## config.mk

```make
export PLATFORM = sky130hd
export DESIGN_NAME = shift_cmd_issuer
export DESIGN_NICKNAME = d
export VERILOG_FILES = /design/src/rtl/shift_cmd_pkg.sv /design/src/rtl/shift_cmd_fifo.sv /design/src/rtl/shift_cmd_issuer.sv
export SDC_FILE = /design/constraint.sdc
export NUM_CORES = 1
export LEC_CHECK = 0
export CORE_MARGIN = 2
export CORE_UTILIZATION = 59
export CTS_BUF_LIST = sky130_fd_sc_hd__clkbuf_16
export DETAILED_ROUTE_END_ITERATION = 8
export PLACE_DENSITY = 0.8
export REMOVE_ABC_BUFFERS = 1
export SLEW_MARGIN = 20
export SYNTH_ARGS = -nofsm -noshare
export SYNTH_HDL_FRONTEND = slang
export SYNTH_SLANG_ARGS = --single-unit
export TNS_END_PERCENT = 5
```

## constraint.sdc

```tcl
create_clock -name clk -period 6.6 [get_ports clk]
set_clock_uncertainty 0.05 [all_clocks]
set_input_delay 1.32 -clock clk [delete_from_list [all_inputs] [get_ports clk]]
set_output_delay 1.32 -clock clk [all_outputs]
set_load 0.1 [all_outputs]
```

## src/rtl/shift_cmd_pkg.sv

```systemverilog
// Shared definitions for the shifter command issuer: op codes, control
// word layout, FSM state type and command-to-control decode helpers.
package shift_cmd_pkg;

  // Command op codes
  localparam logic [1:0] OP_NOP         = 2'b00;
  localparam logic [1:0] OP_LOAD        = 2'b01;
  localparam logic [1:0] OP_LOAD_DOUBLE = 2'b10;
  localparam logic [1:0] OP_INCREMENT   = 2'b11;

  // Bit positions inside the shifter control word
  localparam int CTRL_EN  = 0;
  localparam int CTRL_DBL = 1;
  localparam int CTRL_OP  = 2;

  // Complete control words driven to the shifter
  localparam logic [2:0] CTRL_IDLE = 3'b000;
  localparam logic [2:0] CTRL_LOAD = 3'b001;
  localparam logic [2:0] CTRL_LDBL = 3'b011;
  localparam logic [2:0] CTRL_INC  = 3'b101;

  // Queued command layout: {op[1:0], data[3:0], repeat[3:0]}
  localparam int CMD_W = 10;

  typedef enum logic {
    IDLE  = 1'b0,
    ISSUE = 1'b1
  } state_t;

  // Map an op code to the control word the shifter expects.
  function automatic logic [2:0] ctrl_word(input logic [1:0] op);
    logic [2:0] w;
    case (op)
      OP_NOP:         w = CTRL_IDLE;
      OP_LOAD:        w = CTRL_LOAD;
      OP_LOAD_DOUBLE: w = CTRL_LDBL;
      OP_INCREMENT:   w = CTRL_INC;
      default:        w = CTRL_IDLE;
    endcase
    return w;
  endfunction

  // Operand is only meaningful for the two load variants; zero otherwise.
  function automatic logic [3:0] op_data(input logic [1:0] op, input logic [3:0] data);
    logic [3:0] d;
    case (op)
      OP_LOAD:        d = data;
      OP_LOAD_DOUBLE: d = data;
      default:        d = 4'h0;
    endcase
    return d;
  endfunction

endpackage

```

## src/rtl/shift_cmd_fifo.sv

```systemverilog
// Small synchronous command FIFO with first-word-fall-through read data,
// a synchronous clear and an occupancy count.
module shift_cmd_fifo
  import shift_cmd_pkg::*;
#(
  parameter int DEPTH = 4,
  parameter int W     = CMD_W
) (
  input  logic                       clk,
  input  logic                       rst_n,
  input  logic                       clear,
  input  logic                       push,
  input  logic                       pop,
  input  logic [W-1:0]               din,
  output logic [W-1:0]               dout,
  output logic                       full,
  output logic                       empty,
  output logic [$clog2(DEPTH):0]     level
);

  localparam int AW = $clog2(DEPTH);

  logic [W-1:0]  mem_r [DEPTH];
  logic [AW-1:0] wr_ptr_r;
  logic [AW-1:0] rd_ptr_r;
  logic [AW:0]   count_r;
  logic          push_ok_s;
  logic          pop_ok_s;

  assign full      = (count_r == (AW+1)'(DEPTH));
  assign empty     = (count_r == (AW+1)'(0));
  assign push_ok_s = push && !full;
  assign pop_ok_s  = pop && !empty;
  assign dout      = mem_r[rd_ptr_r];
  assign level     = count_r;

  // Storage array; contents need no reset because count_r guards reads.
  always_ff @(posedge clk) begin
    if (push_ok_s) begin
      mem_r[wr_ptr_r] <= din;
    end
  end

  // Pointers and occupancy; clear wins over any same-cycle push/pop.
  always_ff @(posedge clk or negedge rst_n) begin
    if (!rst_n) begin
      wr_ptr_r <= AW'(0);
      rd_ptr_r <= AW'(0);
      count_r  <= (AW+1)'(0);
    end else if (clear) begin
      wr_ptr_r <= AW'(0);
      rd_ptr_r <= AW'(0);
      count_r  <= (AW+1)'(0);
    end else begin
      if (push_ok_s) begin
        wr_ptr_r <= wr_ptr_r + AW'(1);
      end else begin
        wr_ptr_r <= wr_ptr_r;
      end
      if (pop_ok_s) begin
        rd_ptr_r <= rd_ptr_r + AW'(1);
      end else begin
        rd_ptr_r <= rd_ptr_r;
      end
      case ({push_ok_s, pop_ok_s})
        2'b10:   count_r <= count_r + (AW+1)'(1);
        2'b01:   count_r <= count_r - (AW+1)'(1);
        default: count_r <= count_r;
      endcase
    end
  end

endmodule

```

## src/rtl/shift_cmd_issuer.sv

```systemverilog
// Command issuer for the 4-bit load/double/increment shifter: queues
// commands, replays each as cmd_repeat+1 cycles of control/data_out with
// no bubble between queued commands, and counts enabled shifter cycles.
module shift_cmd_issuer
  import shift_cmd_pkg::*;
#(
  parameter int DEPTH = 4,
  parameter int CNT_W = 8
) (
  input  logic                     clk,
  input  logic                     rst_n,
  input  logic                     cmd_valid,
  output logic                     cmd_ready,
  input  logic [1:0]               cmd_op,
  input  logic [3:0]               cmd_data,
  input  logic [3:0]               cmd_repeat,
  input  logic                     flush,
  output logic [2:0]               control,
  output logic [3:0]               data_out,
  output logic                     busy,
  output logic [$clog2(DEPTH):0]   level,
  output logic [CNT_W-1:0]         op_count
);

  logic             fifo_full_s;
  logic             fifo_empty_s;
  logic [CMD_W-1:0] fifo_dout_s;
  logic             push_s;
  logic             pop_s;
  logic [1:0]       head_op_s;
  logic [3:0]       head_data_s;
  logic [3:0]       head_rpt_s;

  state_t           state_r;
  logic [3:0]       rpt_r;
  logic [2:0]       control_r;
  logic [3:0]       data_r;
  logic             busy_r;
  logic [CNT_W-1:0] op_count_r;

  // Full is the registered occupancy, so a same-edge pop never frees a slot early.
  assign cmd_ready   = !fifo_full_s && !flush;
  assign push_s      = cmd_valid && cmd_ready;
  assign head_op_s   = fifo_dout_s[9:8];
  assign head_data_s = fifo_dout_s[7:4];
  assign head_rpt_s  = fifo_dout_s[3:0];

  assign control  = control_r;
  assign data_out = data_r;
  assign busy     = busy_r;
  assign op_count = op_count_r;

  shift_cmd_fifo #(
    .DEPTH (DEPTH),
    .W     (CMD_W)
  ) u_fifo (
    .clk   (clk),
    .rst_n (rst_n),
    .clear (flush),
    .push  (push_s),
    .pop   (pop_s),
    .din   ({cmd_op, cmd_data, cmd_repeat}),
    .dout  (fifo_dout_s),
    .full  (fifo_full_s),
    .empty (fifo_empty_s),
    .level (level)
  );

  // Pop the head when idle, or on the last issue cycle of the current command.
  always_comb begin
    pop_s = 1'b0;
    if (flush || fifo_empty_s) begin
      pop_s = 1'b0;
    end else if (state_r == IDLE) begin
      pop_s = 1'b1;
    end else if (rpt_r == 4'd0) begin
      pop_s = 1'b1;
    end else begin
      pop_s = 1'b0;
    end
  end

  // Issue FSM with registered control, data and busy outputs.
  always_ff @(posedge clk or negedge rst_n) begin
    if (!rst_n) begin
      state_r   <= IDLE;
      rpt_r     <= 4'd0;
      control_r <= CTRL_IDLE;
      data_r    <= 4'h0;
      busy_r    <= 1'b0;
    end else if (flush) begin
      state_r   <= IDLE;
      rpt_r     <= 4'd0;
      control_r <= CTRL_IDLE;
      data_r    <= 4'h0;
      busy_r    <= 1'b0;
    end else begin
      case (state_r)
        IDLE: begin
          if (pop_s) begin
            state_r   <= ISSUE;
            rpt_r     <= head_rpt_s;
            control_r <= ctrl_word(head_op_s);
            data_r    <= op_data(head_op_s, head_data_s);
            busy_r    <= 1'b1;
          end else begin
            state_r   <= IDLE;
            rpt_r     <= 4'd0;
            control_r <= CTRL_IDLE;
            data_r    <= 4'h0;
            busy_r    <= 1'b0;
          end
        end
        ISSUE: begin
          if (rpt_r != 4'd0) begin
            rpt_r <= rpt_r - 4'd1;
          end else if (pop_s) begin
            rpt_r     <= head_rpt_s;
            control_r <= ctrl_word(head_op_s);
            data_r    <= op_data(head_op_s, head_data_s);
            busy_r    <= 1'b1;
          end else begin
            state_r   <= IDLE;
            control_r <= CTRL_IDLE;
            data_r    <= 4'h0;
            busy_r    <= 1'b0;
          end
        end
        default: begin
          state_r   <= IDLE;
          rpt_r     <= 4'd0;
          control_r <= CTRL_IDLE;
          data_r    <= 4'h0;
          busy_r    <= 1'b0;
        end
      endcase
    end
  end

  // Count every cycle the shifter is enabled; flush does not disturb it.
  always_ff @(posedge clk or negedge rst_n) begin
    if (!rst_n) begin
      op_count_r <= CNT_W'(0);
    end else if (control_r[CTRL_EN]) begin
      op_count_r <= op_count_r + CNT_W'(1);
    end else begin
      op_count_r <= op_count_r;
    end
  end

endmodule
```

Word level (Yosys, flattened, before mapping)
Memory sizes are Yosys's and may differ from the RTL's.
Index checks and enable logic that the tools add are counted.
Word-level totals
  flip-flop bits (word level): 28
  latch bits: 0
  memory bits (writable): 40
  memory bits (read-only): 0
  input bits: 14
  word-level logic and storage cells: 74
  memories kept: 1
Memory list
  u_fifo.mem_r: depth 4, width 10, read ports 1, clocked after memory_dff 0, write ports 1, RTL line shift_cmd_fifo.sv:23  | logic [W-1:0] mem_r [DEPTH];
Operators by class
  add/sub/neg operators: 6
  multipliers: 0
  div/mod/pow operators: 0
  magnitude comparators: 0
  eq/ne operators: 8
  shifts and indexed selects: 0
  muxes and demuxes: 33
  bitwise gates (word level): 1
  reduce and logical (&&, ||, !) cells: 16
Operators by type and width (number)
  $mux W4: 8
  $pmux W4 S2: 2
  $mux W3: 4
  $pmux W3 S2: 2
  $pmux W3 S4: 1
  $mux W1: 10
  $add A8 B1 Y8 const B: 1
  $mux W2: 4
  $eq A2 B2 Y1 const B: 3
  $add A2 B1 Y2 const B: 2
  $eq A2 B1 Y1 const B: 2
  $logic_and A1 B1 Y1: 4
  $logic_not A4 Y1: 1
  $ne A4 B2 Y1 const B: 1
  $pmux W1 S2: 2
  $reduce_bool A2 Y1: 2
  $reduce_bool A4 Y1: 1
  $sub A4 B1 Y4 const B: 1
  $add A3 B1 Y3 const B: 1
  $eq A3 B3 Y1 const B: 1
  $logic_not A1 Y1: 3
  $logic_not A3 Y1: 1
  $ne A3 B3 Y1 const B: 1
  $reduce_bool A3 Y1: 1
  other kinds (5): 5

Logic depth before layout (Yosys ltp)
  depth in word-level cells: 8
  depth in mapped cells: 11
  depth with buffers taken out: 9

By module
From an unflattened synthesis, not the netlist that was laid out.
Second synthesis, totals
  cell total of the unflattened synthesis: 222
  area total of the unflattened synthesis: 3080.5 um2
Modules (own cells, without submodules)
  shift_cmd_fifo: instances 1, cells an instance 112, area an instance 1994.4 um2, seq. area each 1376.3 um2
  shift_cmd_issuer: instances 1, cells an instance 110, area an instance 1086.0 um2, seq. area each 525.5 um2

Worst setup path before layout
OpenSTA, ideal clock, no wires.
  path kind: input-to-output
  start point: input flush
  end point: output cmd_ready
  arrival: 2.976 ns
  data required time: 5.230 ns
  slack: 2.254 ns
  cell stages on the path: 2
  path buffers: 1
  cells stage by stage: clkbuf_1 > a21oi_1
Between the ends
  word-level cells in the longest chain between the ends: 2
Ends and longest elaborated chain
  start, declared: RTL line shift_cmd_issuer.sv:17  | input logic flush,
  $logic_not A1 Y1: RTL line shift_cmd_issuer.sv:42  | assign cmd_ready = !fifo_full_s && !flush;
  $logic_and A1 B1 Y1: RTL line shift_cmd_issuer.sv:42
  end, declared: RTL line shift_cmd_issuer.sv:13  | output logic cmd_ready,
No other way between the ends.

Final worst setup path
Same ends and word-level chain as after synthesis.

==> flow_summary.ini <==
[sta]
final_hold_viol_count = 0
maxSlewHeadroom = 0.342
fin_setup_tns_ns = 0
grt_setup_unrepaired = false
fin_crit_ns = 4.78
worst_pin_slew_ns = 0.983
setup_viol = 0
fmax_mhz = 209
final_max_slew_viol_count = 0
period_share = 0.725

[setup_path]
slowest_delay_ns = 1.16
critPathSlowestCell = clkdlybuf4s50_1
critPathLaunchType = input pin
crit_arrival_ns = 3.41
cp_cell_sequence = clkdlybuf4s50_1, a21oi_1, clkdlybuf4s50_1
cp-end-kind = primary output
crit_top_cell = clkdlybuf4s50_1
critPathKind = input pin to primary output
cp_max_fo = 16
worstPathRequired_ns = 5.23

[clock_network]
cts_max_path_buffers = 2
worstSkewPairLatency_ns = 0.33
ctsHoldBuffers = 0
cts.sinks = 68
clk_pin_slew_ns = 0.06
cts_buffers = 9
cts_root_buf = clkbuf_16
cts_tree = done
postCtsSetupBuffers = 0
cts_resized = 0
h-tree-depth = 3

[yosys]
syn-instance-count = 192
synth-seq-cells = 68
ys.flop_type = edfxtp_1
ys_types = 44
ys_seq_area_frac = 0.644
async_flop_share = 0.412
yosys_warnings = 0
avgSynthCellArea_um2 = 15.4
synth_edf_count = 40
netlist_area_um2 = 2960

[detailed_routing]
first_pass_iters = 4
detail_route.wl_per_cell_um = 17.6
via_per_inst = 5.73
drt_iter0_markers = 192
remaining_drc_errors = 0
wirelength_um = 5270
drtAntennaViolNets = 0
num_vias = 1719

[floorplanning]
die_w_um = 74.8
core_um2 = 4790
fp-row-count = 25
die_area_um2 = 5590
boundaryPins = 34
die_h_um = 74.8
initial_core_util = 0.618

[power]
p_int_w = 0.00105
leakage_nw = 1.38
switching_power_w = 0.000738
swShare = 0.413
combPwrFrac = 0.389
power_frac_clock = 0.265
irDropWorstVdd_uv = 298
powerDensity_nw_per_um2 = 493
seqPwrFrac = 0.346

[placed_design]
port_buffers = 33
dp_hpwl_um = 3550
place_area_um2 = 3330
place_congestion = 0.804

[layout]
ff_latch_area_um2 = 1900
final_cell_area_um2 = 3630
nets = 253
diodes = 0
fillCellCount = 296
syn2layout_area_growth_pct = 22.8
multi_input_area_um2 = 958
drive_gt1_frac = 0.146

[status]
outcome = complete, no violations

[grt]
grt_usage = 0.222
grt_max_degree = 29
gr-total-overflow = 0
grt_pass1_vias = 1801
grt_pass1_wl_um = 8690
antenna_found_initial = 0

[worst_hold_path]
hold_class = register to register

[flow_run]
drv_cap = 0
## Yosys cell counts, types with 4 or more instances
cell type / number / area share
xor2_1: 4 / 0.012
mux4_2: 10 / 0.076
nand2_1: 7 / 0.0089
inv_1: 12 / 0.015
dfrtp_1: 28 / 0.24
edfxtp_1: 40 / 0.41
ha_1: 10 / 0.042
clkbuf_1: 6 / 0.0076
a32o_1: 4 / 0.014
and2_1: 5 / 0.011
a21oi_1: 5 / 0.0085
xnor2_1: 6 / 0.018
nor2_1: 5 / 0.0064
## path summary, 6_finish.rpt
check                                              from                     endpoint  slack [ns]  cells after the start
worst max-delay path                              flush                    cmd_ready        1.82                      3
worst min-delay path            op_count[7]$_DFFE_PN0P_      op_count[7]$_DFFE_PN0P_        0.42                      1
worst max register to register     rpt_r[0]$_DFFE_PN0P_  u_fifo.level[1]$_DFFE_PN0P_        3.48                      9
worst min register to register  op_count[7]$_DFFE_PN0P_      op_count[7]$_DFFE_PN0P_        0.42                      1
max in group asynchronous                         rst_n      op_count[4]$_DFFE_PN0P_        4.93                      2
min in group asynchronous                         rst_n      op_count[0]$_DFFE_PN0P_        1.31                      2
## worst max-delay path, delay by kind of cell
family,cells,cell delay (ns)
AOI/OAI and AO/OA,1,0.25
buffers and inverters,2,1.85
## power by group through the flow
stage / registers [W] / clock network [W] / logic, W
2_1_floorplan: 0.000857 / 0 / 0.000284
3_3_place_gp: 0.000618 / 0 / 0.000665
3_5_place_dp: 0.000625 / 0 / 0.000696
4_1_cts: 0.000619 / 0.000481 / 0.000699
5_1_grt: 0.000632 / 0.000500 / 0.000740
6_report: 0.000618 / 0.000474 / 0.000695
## registers in the layout, indices dropped and copies added, names as in the netlist
name and count:
busy 1, control 3, data_out 4, op_count 8
rpt_r 4, state_r 1, u_fifo.level 3, u_fifo.mem_r 40
u_fifo.rd_ptr_r 2, u_fifo.wr_ptr_r 2
## metrics by stage
stage          hold slack [ns]  utilization  power [W]  worst slack (ns)  instances
3_5_place_dp             0.415        0.695    0.00132              1.83        284
4_1_cts                  0.427        0.758    0.00180              1.82        300
6_report                 0.424        0.758    0.00179              1.82        300
2_1_floorplan            0.416            -    0.00114              2.45        183
5_1_grt                  0.452        0.758    0.00187              1.74        300
3_3_place_gp             0.412        0.695    0.00128              1.83        284
## cell families (layout without fill, tap and decap cells)
family                   count (synthesis)  in the layout  share of synthesized area
buffers and inverters                   21             62                     0.0322
AND/OR/NAND/NOR                         34             34                     0.0660
multiplexers                            13             13                     0.0872
AO/OA/AOI/OAI                           35             35                     0.0923
XOR/XNOR                                10             10                     0.0296
adder cells (fa/ha/maj)                 11             11                     0.0491
flip-flops                              68             68                      0.644
## placed cells by master (no fill, tap or decap), types with 4 or more instances in the layout
cell | Yosys | routed
a32o_1 | 4 | 4
clkdlybuf4s50_1 | 0 | 33
clkbuf_16 | 0 | 9
dfrtp_1 | 28 | 28
nand2_1 | 7 | 7
a21oi_1 | 5 | 5
and2_1 | 5 | 5
inv_1 | 12 | 12
xor2_1 | 4 | 4
mux4_2 | 10 | 10
xnor2_1 | 6 | 6
nor2_1 | 5 | 5
ha_1 | 10 | 10
edfxtp_1 | 40 | 40
## per-layer routing
layer,global-route usage,part of all wire,vias up,wire length [um]
li1,-,-,800,-
met1,0.263,0.43,868,2250
met2,0.371,0.51,44,2690
met3,0.0643,0.047,7,249
met4,0.119,0.015,0,81
met5,0,0,-,0
## layout make-up
type | count | share of cell area
Sequential cell | 68 | 0.524
Multi-Input combinational cell | 103 | 0.264
Timing Repair Buffer | 34 | 0.0931
Clock buffer | 9 | 0.0621
Tap cell | 67 | 0.0231
Clock inverter | 7 | 0.0210
Inverter | 12 | 0.0124
Note: power is estimated with default switching activity, not from simulation.
